## src/rtl/j1_io_uart_if.sv

```systemverilog
// j1 CPU IO bus bundle between the CPU (master) and an IO responder (slave).
// Signals:
//   io_rd_i   - single-cycle IO read strobe
//   io_wr_i   - single-cycle IO write strobe
//   io_addr_i - CPU byte address
//   io_dout_i - write data from the CPU
//   io_din_o  - read data returned to the CPU (combinational in the responder)
// The _i/_o suffixes are seen from the responder side.
interface j1_io_uart_if;
  logic        io_rd_i;
  logic        io_wr_i;
  logic [31:0] io_addr_i;
  logic [31:0] io_dout_i;
  logic [31:0] io_din_o;

  modport master (output io_rd_i, io_wr_i, io_addr_i, io_dout_i, input io_din_o);
  modport slave  (input io_rd_i, io_wr_i, io_addr_i, io_dout_i, output io_din_o);
endinterface

```

## src/rtl/j1_io_uart.sv

```systemverilog
// Memory-mapped 8N1 UART on the j1 IO bus: 16-byte window holding DATA (0x0),
// STATUS (0x4), DIVISOR (0x8) and a reserved word (0xC). TX and RX each have
// a FIFO_DEPTH-entry FIFO.
// Ports:
//   sys_clk_i   - system clock, rising edge
//   sys_rst_n_i - asynchronous active-low reset
//   io          - CPU IO bus (slave side)
//   uart_rx_i   - asynchronous serial input, idles high
//   uart_tx_o   - registered serial output, idles high
//   rx_irq_o    - high while the RX FIFO holds data
module j1_io_uart #(
  parameter logic [31:0] BASE_ADDR  = 32'hF000_0000,
  parameter int          FIFO_DEPTH = 16,
  parameter logic [15:0] DIV_RESET  = 16'd434
) (
  input  logic        sys_clk_i,
  input  logic        sys_rst_n_i,
  j1_io_uart_if.slave io,
  input  logic        uart_rx_i,
  output logic        uart_tx_o,
  output logic        rx_irq_o
);
  localparam int          AW      = $clog2(FIFO_DEPTH);
  localparam logic [AW:0] PTR_ONE = (AW+1)'(1);

  typedef enum logic [1:0] {ST_IDLE = 2'd0, ST_START = 2'd1, ST_DATA = 2'd2, ST_STOP = 2'd3} state_e;

  // Bus decode
  logic       sel_s, rd_data_s, wr_data_s, wr_stat_s, wr_div_s;
  logic [1:0] reg_s;
  logic       unused_bits_s;
  assign sel_s     = (io.io_addr_i[31:4] == BASE_ADDR[31:4]);
  assign reg_s     = io.io_addr_i[3:2];
  assign rd_data_s = sel_s & io.io_rd_i & (reg_s == 2'd0);
  assign wr_data_s = sel_s & io.io_wr_i & (reg_s == 2'd0);
  assign wr_stat_s = sel_s & io.io_wr_i & (reg_s == 2'd1);
  assign wr_div_s  = sel_s & io.io_wr_i & (reg_s == 2'd2);
  assign unused_bits_s = ^{io.io_addr_i[1:0], io.io_dout_i[31:16], io.io_dout_i[4:0]};

  logic [15:0] div_r;
  logic        ovr_r, ferr_r, drop_r;

  // TX FIFO
  logic [7:0]  tx_mem_r [FIFO_DEPTH];
  logic [AW:0] tx_wp_r, tx_rp_r;
  logic        tx_empty_s, tx_full_s, tx_push_s, tx_load_s, tx_line_s;
  assign tx_empty_s = (tx_wp_r == tx_rp_r);
  assign tx_full_s  = (tx_wp_r[AW] != tx_rp_r[AW]) && (tx_wp_r[AW-1:0] == tx_rp_r[AW-1:0]);
  assign tx_push_s  = wr_data_s & ~tx_full_s;

  // RX FIFO
  logic [7:0]  rx_mem_r [FIFO_DEPTH];
  logic [AW:0] rx_wp_r, rx_rp_r;
  logic        rx_empty_s, rx_full_s, rx_pop_s, rx_req_s, rx_ferr_s, rx_push_s;
  assign rx_empty_s = (rx_wp_r == rx_rp_r);
  assign rx_full_s  = (rx_wp_r[AW] != rx_rp_r[AW]) && (rx_wp_r[AW-1:0] == rx_rp_r[AW-1:0]);
  assign rx_pop_s   = rd_data_s & ~rx_empty_s;
  assign rx_push_s  = rx_req_s & ~rx_full_s;
  assign rx_irq_o   = ~rx_empty_s;

  // Control registers: divisor (clamped to >= 2) and sticky flags, set beats clear
  always_ff @(posedge sys_clk_i or negedge sys_rst_n_i) begin
    if (!sys_rst_n_i) begin
      div_r  <= DIV_RESET;
      ovr_r  <= 1'b0;
      ferr_r <= 1'b0;
      drop_r <= 1'b0;
    end else begin
      if (wr_div_s) div_r <= (io.io_dout_i[15:0] < 16'd2) ? 16'd2 : io.io_dout_i[15:0];
      else          div_r <= div_r;
      ovr_r  <= (rx_req_s & rx_full_s)  | (ovr_r  & ~(wr_stat_s & io.io_dout_i[5]));
      ferr_r <= rx_ferr_s               | (ferr_r & ~(wr_stat_s & io.io_dout_i[6]));
      drop_r <= (wr_data_s & tx_full_s) | (drop_r & ~(wr_stat_s & io.io_dout_i[7]));
    end
  end

  // FIFO pointers; full/empty come from start-of-cycle state so a push to full is dropped
  always_ff @(posedge sys_clk_i or negedge sys_rst_n_i) begin
    if (!sys_rst_n_i) begin
      tx_wp_r <= '0;
      tx_rp_r <= '0;
      rx_wp_r <= '0;
      rx_rp_r <= '0;
    end else begin
      tx_wp_r <= tx_push_s ? tx_wp_r + PTR_ONE : tx_wp_r;
      tx_rp_r <= tx_load_s ? tx_rp_r + PTR_ONE : tx_rp_r;
      rx_wp_r <= rx_push_s ? rx_wp_r + PTR_ONE : rx_wp_r;
      rx_rp_r <= rx_pop_s  ? rx_rp_r + PTR_ONE : rx_rp_r;
    end
  end

  logic [7:0] rx_shift_r;

  // FIFO storage, not reset: contents are only visible through the pointers
  always_ff @(posedge sys_clk_i) begin
    if (tx_push_s) tx_mem_r[tx_wp_r[AW-1:0]] <= io.io_dout_i[7:0];
    if (rx_push_s) rx_mem_r[rx_wp_r[AW-1:0]] <= rx_shift_r;
  end

  // ---------------- TX serialiser ----------------
  state_e      tx_state_r, tx_state_s;
  logic [15:0] tx_cnt_r, tx_bdiv_r;
  logic [2:0]  tx_bit_r;
  logic [7:0]  tx_shift_r;
  logic        tx_end_s;
  assign tx_end_s = (tx_cnt_r == tx_bdiv_r - 16'd1);

  // TX state register
  always_ff @(posedge sys_clk_i or negedge sys_rst_n_i) begin
    if (!sys_rst_n_i) tx_state_r <= ST_IDLE;
    else              tx_state_r <= tx_state_s;
  end

  // TX next state; STOP goes straight to START when more data is queued
  always_comb begin
    tx_state_s = tx_state_r;
    case (tx_state_r)
      ST_IDLE:  if (!tx_empty_s) tx_state_s = ST_START; else tx_state_s = ST_IDLE;
      ST_START: if (tx_end_s) tx_state_s = ST_DATA; else tx_state_s = ST_START;
      ST_DATA:  if (tx_end_s && tx_bit_r == 3'd7) tx_state_s = ST_STOP; else tx_state_s = ST_DATA;
      ST_STOP: begin
        if (tx_end_s) tx_state_s = tx_empty_s ? ST_IDLE : ST_START;
        else          tx_state_s = ST_STOP;
      end
      default:  tx_state_s = ST_IDLE;
    endcase
  end

  // TX outputs: FIFO pop/shifter load and the line level for the current state
  always_comb begin
    tx_load_s = 1'b0;
    tx_line_s = 1'b1;
    case (tx_state_r)
      ST_IDLE:  tx_load_s = (tx_state_s == ST_START);
      ST_START: tx_line_s = 1'b0;
      ST_DATA:  tx_line_s = tx_shift_r[0];
      ST_STOP:  tx_load_s = (tx_state_s == ST_START);
      default:  tx_line_s = 1'b1;
    endcase
  end

  // TX datapath; the line is registered one cycle behind the state, and the
  // divisor is latched per bit so a new value applies at the next bit boundary
  always_ff @(posedge sys_clk_i or negedge sys_rst_n_i) begin
    if (!sys_rst_n_i) begin
      uart_tx_o  <= 1'b1;
      tx_cnt_r   <= 16'd0;
      tx_bdiv_r  <= DIV_RESET;
      tx_bit_r   <= 3'd0;
      tx_shift_r <= 8'd0;
    end else begin
      uart_tx_o <= tx_line_s;
      if (tx_load_s) begin
        tx_shift_r <= tx_mem_r[tx_rp_r[AW-1:0]];
        tx_cnt_r   <= 16'd0;
        tx_bdiv_r  <= div_r;
        tx_bit_r   <= 3'd0;
      end else if (tx_state_r != ST_IDLE) begin
        if (tx_end_s) begin
          tx_cnt_r  <= 16'd0;
          tx_bdiv_r <= div_r;
          if (tx_state_r == ST_DATA) begin
            tx_shift_r <= {1'b0, tx_shift_r[7:1]};
            tx_bit_r   <= tx_bit_r + 3'd1;
          end
        end else begin
          tx_cnt_r <= tx_cnt_r + 16'd1;
        end
      end else begin
        tx_cnt_r <= 16'd0;
      end
    end
  end

  // ---------------- RX deserialiser ----------------
  state_e      rx_state_r, rx_state_s;
  logic [15:0] rx_cnt_r, rx_bdiv_r;
  logic [2:0]  rx_bit_r;
  logic        rx_meta_r, rx_sync_r, rx_prev_r;
  logic        rx_end_s, rx_half_s;
  assign rx_end_s  = (rx_cnt_r == rx_bdiv_r - 16'd1);
  // The +2 absorbs the synchronizer and edge-detect cycles so the start
  // sample falls DIVISOR/2 clocks into the start bit.
  assign rx_half_s = (({1'b0, rx_cnt_r} + 17'd2) >= {2'b00, rx_bdiv_r[15:1]});

  // RX synchronizer plus one history flop for falling-edge detection
  always_ff @(posedge sys_clk_i or negedge sys_rst_n_i) begin
    if (!sys_rst_n_i) begin
      rx_meta_r <= 1'b1;
      rx_sync_r <= 1'b1;
      rx_prev_r <= 1'b1;
    end else begin
      rx_meta_r <= uart_rx_i;
      rx_sync_r <= rx_meta_r;
      rx_prev_r <= rx_sync_r;
    end
  end

  // RX state register
  always_ff @(posedge sys_clk_i or negedge sys_rst_n_i) begin
    if (!sys_rst_n_i) rx_state_r <= ST_IDLE;
    else              rx_state_r <= rx_state_s;
  end

  // RX next state; a high start sample is a false start
  always_comb begin
    rx_state_s = rx_state_r;
    case (rx_state_r)
      ST_IDLE:  if (!rx_sync_r && rx_prev_r) rx_state_s = ST_START; else rx_state_s = ST_IDLE;
      ST_START: begin
        if (rx_half_s) rx_state_s = rx_sync_r ? ST_IDLE : ST_DATA;
        else           rx_state_s = ST_START;
      end
      ST_DATA:  if (rx_end_s && rx_bit_r == 3'd7) rx_state_s = ST_STOP; else rx_state_s = ST_DATA;
      ST_STOP:  if (rx_end_s) rx_state_s = ST_IDLE; else rx_state_s = ST_STOP;
      default:  rx_state_s = ST_IDLE;
    endcase
  end

  // RX outputs: stop-bit verdict (push request or framing error)
  always_comb begin
    rx_req_s  = 1'b0;
    rx_ferr_s = 1'b0;
    case (rx_state_r)
      ST_STOP: begin
        rx_req_s  = rx_end_s & rx_sync_r;
        rx_ferr_s = rx_end_s & ~rx_sync_r;
      end
      default: begin
        rx_req_s  = 1'b0;
        rx_ferr_s = 1'b0;
      end
    endcase
  end

  // RX datapath: bit timing and LSB-first shift register
  always_ff @(posedge sys_clk_i or negedge sys_rst_n_i) begin
    if (!sys_rst_n_i) begin
      rx_cnt_r   <= 16'd0;
      rx_bdiv_r  <= DIV_RESET;
      rx_bit_r   <= 3'd0;
      rx_shift_r <= 8'd0;
    end else begin
      case (rx_state_r)
        ST_IDLE: begin
          rx_cnt_r  <= 16'd0;
          rx_bdiv_r <= div_r;
          rx_bit_r  <= 3'd0;
        end
        ST_START: begin
          if (rx_half_s) begin
            rx_cnt_r  <= 16'd0;
            rx_bdiv_r <= div_r;
          end else begin
            rx_cnt_r <= rx_cnt_r + 16'd1;
          end
        end
        ST_DATA: begin
          if (rx_end_s) begin
            rx_cnt_r   <= 16'd0;
            rx_bdiv_r  <= div_r;
            rx_bit_r   <= rx_bit_r + 3'd1;
            rx_shift_r <= {rx_sync_r, rx_shift_r[7:1]};
          end else begin
            rx_cnt_r <= rx_cnt_r + 16'd1;
          end
        end
        ST_STOP: rx_cnt_r <= rx_end_s ? 16'd0 : rx_cnt_r + 16'd1;
        default: rx_cnt_r <= 16'd0;
      endcase
    end
  end

  // Read mux; DATA shows zero payload when the RX FIFO is empty
  always_comb begin
    io.io_din_o = 32'h0000_0000;
    if (sel_s) begin
      case (reg_s)
        2'd0:    io.io_din_o = {23'd0, ~rx_empty_s, rx_empty_s ? 8'h00 : rx_mem_r[rx_rp_r[AW-1:0]]};
        2'd1:    io.io_din_o = {24'd0, drop_r, ferr_r, ovr_r, (tx_state_r != ST_IDLE),
                                tx_full_s, tx_empty_s, rx_full_s, ~rx_empty_s};
        2'd2:    io.io_din_o = {16'd0, div_r};
        default: io.io_din_o = 32'h0000_0000;
      endcase
    end else begin
      io.io_din_o = 32'h0000_0000;
    end
  end
endmodule

```

## src/flat_wrapper.sv

```systemverilog
// flat-port wrapper written by rule: the top's interface ports become plain ports
module j1_io_uart_flat 
#(
  parameter logic [31:0] BASE_ADDR  = 32'hF000_0000,
  parameter int          FIFO_DEPTH = 16,
  parameter logic [15:0] DIV_RESET  = 16'd434
)
  (sys_clk_i, sys_rst_n_i, uart_rx_i, uart_tx_o, rx_irq_o, io_io_rd_i, io_io_wr_i, io_io_addr_i, io_io_dout_i, io_io_din_o);
  j1_io_uart_if io_i ();
  input  logic sys_clk_i;
  input  logic sys_rst_n_i;
  input  logic uart_rx_i;
  output logic uart_tx_o;
  output logic rx_irq_o;
  input wire logic [$bits(io_i.io_rd_i)-1:0] io_io_rd_i;
  input wire logic [$bits(io_i.io_wr_i)-1:0] io_io_wr_i;
  input wire logic [$bits(io_i.io_addr_i)-1:0] io_io_addr_i;
  input wire logic [$bits(io_i.io_dout_i)-1:0] io_io_dout_i;
  output wire logic [$bits(io_i.io_din_o)-1:0] io_io_din_o;
  assign io_i.io_rd_i = io_io_rd_i;
  assign io_i.io_wr_i = io_io_wr_i;
  assign io_i.io_addr_i = io_io_addr_i;
  assign io_i.io_dout_i = io_io_dout_i;
  assign io_io_din_o = io_i.io_din_o;
  j1_io_uart #(.BASE_ADDR(BASE_ADDR), .FIFO_DEPTH(FIFO_DEPTH), .DIV_RESET(DIV_RESET)) u_core (.sys_clk_i(sys_clk_i), .sys_rst_n_i(sys_rst_n_i), .io(io_i), .uart_rx_i(uart_rx_i), .uart_tx_o(uart_tx_o), .rx_irq_o(rx_irq_o));
endmodule
```

## config.mk

```make
export PLATFORM = sky130hd
export DESIGN_NAME = j1_io_uart_flat
export DESIGN_NICKNAME = d
export VERILOG_FILES = /design/src/rtl/j1_io_uart_if.sv /design/src/rtl/j1_io_uart.sv /design/src/flat_wrapper.sv
export SDC_FILE = /design/constraint.sdc
export NUM_CORES = 1
export LEC_CHECK = 0
export BUFFER_PORTS_ARGS = -buffer_cell sky130_fd_sc_hd__buf_2
export CORE_AREA = 2 2 177 179
export DETAILED_ROUTE_END_ITERATION = 7
export DIE_AREA = 0 0 179 181
export GPL_ROUTABILITY_DRIVEN = 0
export PLACE_DENSITY = 0.78
export SLEW_MARGIN = 10
export SYNTH_ARGS = -nofsm -noshare
export SYNTH_HDL_FRONTEND = slang
export SYNTH_SLANG_ARGS = --single-unit
```

## constraint.sdc

```tcl
create_clock -name sys_clk_i -period 6.1 [get_ports sys_clk_i]
set_input_delay 1.22 -clock sys_clk_i [delete_from_list [all_inputs] [get_ports sys_clk_i]]
set_output_delay 1.22 -clock sys_clk_i [all_outputs]
set_load 0.02 [all_outputs]
```

==> metrics.cfg <==
[outcome]
status=complete, no violations

[detailed_routing]
via_per_inst=6.036
dr.pass1.iters=5
wl_mm=37.82
vias=10370
drcViolationCount=0
ant_nets=0
wire_per_inst_um=22.01
first_iter_violations=887

[grt]
track_usage=0.2432
grt_use_met1=0.3490
use_met3=0.02946
grt_antenna_before_repair=1
grt_pass1_wl_mm=60.20
gr-total-overflow=0
use_met2=0.3965
grt_pass1_vias=10550
grt_max_degree=95
grt.busiest_layer=met2

[synthesis]
synth_seq_cells=389
syn_area_per_cell_um2=14.73
synth_cells=1229
synth_area_um2=18110
yosysWarnings=0
synth_edf_count=256
synth_sequential_area_ratio=0.6096
synth_cell_types=74
synthFlopType=edfxtp_1
async_reset_ff_frac=0.3419

[setup_path]
critPathRequiredTime_ns=4.88
crit_top_cell=mux4_2
crit_slowest_cell=dfrtp_2
crit_path_end_kind=output pin
crit_type=reg2out
crit_fanout=28
path_cells=buf_4 > mux4_2 > mux4_2 > o21ai_0 > a21oi_1 > buf_2
rr_startpoint=u_core.tx_bdiv_r[0]$_DFFE_PN0P_
worstPathArrival_ns=3.43
cpPeakStageDelay_ns=0.99
critPathLaunchType=register
ff2ff_setup_slack_ns=2.00
r2r_cells=10
reg2reg_to=u_core.tx_shift_r[1]$_DFFE_PN0P_

[final_layout]
area_growth_pct=10.85
fillers=2101
final_layout_size_suffix_gt1_frac=0.2345
nets=1397
antenna_cells=0

[timing]
maxSlewViolCount=0
setup_violations=0
hold_viol_final=0
min_period_ns=4.654
tns_ns=0
relSlewSlack=0.2179
hold_ws_ns=0.3581
worstMarginPinSlew_ns=1.150
finalWorstSetupSlack_ns=1.446
finClkSkew_ns=0.01779
fin_crit_sh=0.7629
fmax_ghz=0.2149
rsz0062_at_grt=no

[hold_path]
min_path_type=reg2reg
hold_depth=0
hp-start=u_core.rx_meta_r$_DFF_PN1_
hold-path-endpoint=u_core.rx_sync_r$_DFF_PN1_

[power]
p_leak_nw=7.644
vdd_drop_max_v=0.0003828
power_density_nw_per_um2=302.0
total_power_w=0.006061

[floorplanning]
dieHeight_um=181
die_area_um2=32400
num_io_pins=103
coreArea_um2=30350
start_util=0.5967
rows=64
dieWidth_um=179

[placement]
hpwlAfterDp_mm=24.97
post-place-ws_ns=1.625
port_buffers=68

[clocking]
cts.sinks=389
clk_pin_slew_ns=0.06
cts_hold_buf=0
cts_made_buffers=40
cts_tree=done
h-tree-depth=2
clock_latency_ns=0.53
clockBufferDepth=3
ctsResizeCount=0
post_cts_buffers=0
root_buffer=clkbuf_16

[flow_run]
cap_violations=0

-- cell usage in the layout, fill, tap and decap left out, drive strengths merged, types with 11 or more instances in the layout --
| master | instances |
|---|---|
| clkbuf | 53 |
| mux4 | 80 |
| buf | 81 |
| edfxtp | 256 |
| xor2 | 49 |
| a21oi | 19 |
| nor3 | 21 |
| clkinv | 11 |
| and2 | 21 |
| dfrtp | 114 |
| nand3 | 40 |
| conb | 16 |
| nor2b | 11 |
| nand2 | 52 |
| nor2 | 88 |
| o21ai | 17 |
| xnor2 | 62 |
| ha | 38 |
| nor4 | 15 |
| inv | 44 |
| nand4 | 24 |
| and3 | 20 |
| dfstp | 19 |
| mux2 | 73 |
-- flip-flops by register name, summed over array words and instances, names as in the netlist, 8 cells and up --
| register | count |
|---|---|
| u_core.tx_mem_r | 128 |
| u_core.tx_cnt_r | 16 |
| u_core.div_r | 16 |
| u_core.tx_shift_r | 8 |
| u_core.rx_shift_r | 8 |
| u_core.rx_bdiv_r | 16 |
| u_core.rx_cnt_r | 16 |
| u_core.rx_mem_r | 128 |
| u_core.tx_bdiv_r | 16 |
-- worst max path at each step --
| stage | startpoint | to | slack (ns) | cells past startpoint |
|---|---|---|---|---|
| 3_3_place_gp | io_io_addr_i[10] | io_io_din_o[3] | 1.67 | 6 |
| 5_1_grt | u_core.rx_rp_r[0]$_DFFE_PN0P_ | io_io_din_o[0] | 1.25 | 6 |
| 3_5_place_dp | io_io_addr_i[10] | u_core.tx_mem_r[1][2]$_DFFE_PP_ | 1.63 | 8 |
| 6_report | u_core.rx_rp_r[0]$_DFFE_PN0P_ | io_io_din_o[0] | 1.45 | 6 |
| 2_1_floorplan | io_io_addr_i[19] | io_io_din_o[8] | 1.94 | 4 |
| 4_1_cts | u_core.rx_rp_r[0]$_DFFE_PN0P_ | io_io_din_o[0] | 1.37 | 6 |
-- synthesized netlist by cell type, drive strengths merged (5+ instances only) --
cell,number,share of area
mux2,73,0.046
mux2i,10,0.0057
o31ai,6,0.0025
dfrtp,114,0.16
nor3,21,0.0066
nand2b,8,0.0028
buf,38,0.014
nor2b,11,0.0038
nor2,88,0.018
nor4,15,0.0079
clkbuf,39,0.0081
xnor2,62,0.030
o21ai,17,0.0053
inv,41,0.0085
nand3,40,0.011
edfxtp,256,0.42
a22oi,6,0.0025
or4,6,0.0029
a21oi,19,0.0055
ha,38,0.026
xor2,49,0.024
a31oi,7,0.0024
nor3b,5,0.0021
mux4,80,0.099
and3,20,0.0069
dfstp,19,0.028
and2,21,0.0073
nand2,52,0.011
nand4,24,0.0083
o211ai,5,0.0021
-- power by group --
part           leakage [nW]  internal [W]  switching, W
registers              4.02       0.00303      0.000205
clock network         0.667       0.00153      0.000996
logic                  2.96      0.000140      0.000164
total                  7.64       0.00470       0.00137
-- worst max-delay path, delay by kind of cell, from the launching register on --
family / cells / cell delay (ns)
compound gates: 2 / 0.24
buf+inv: 2 / 0.55
flops: 1 / 0.99
mux: 2 / 1.10
-- kinds of logic (layout without fill, tap and decap cells) --
logic type               count (synthesis)  after routing  synth area share
adder cells (fa/ha/maj)                 38             38           0.02626
buffers and inverters                  118            196           0.03047
AO/OA/AOI/OAI                           82             82           0.03103
flip-flops                             389            389            0.6096
multiplexers                           163            163            0.1517
XOR/XNOR                               111            111           0.05369
AND/OR/NAND/NOR                        327            327           0.09708
other                                    1             16         0.0002071
-- area by class of cell --
type	instances	area (um2)	share of cell area
flip-flops and latches	389	11040	0.5501
inverters	41	153.9	0.007667
well taps	396	495.5	0.02468
clock buffers	53	1101	0.05485
repair buffers	81	444.2	0.02213
clock inverters	21	262.8	0.01309
multi-input cells	737	6574	0.3275
-- layer usage --
layer	up-vias	wire (um)	part of all wire
met5	-	9	0.00024
met4	2	886	0.023
met3	64	2053	0.054
met2	309	18800	0.50
met1	5271	16060	0.42
li1	4723	-	-
-- per-stage QoR --
stage / area, um2 / util / instances
after floorplan: 18160 / - / 1244
after global placement: 18700 / 0.6162 / 1643
after detailed placement: 18700 / 0.6162 / 1643
after CTS: 20070 / 0.6612 / 1717
after global routing: 20070 / 0.6614 / 1718
final: 20070 / 0.6614 / 1718
No activity file was read; power rests on OpenSTA's default activity.
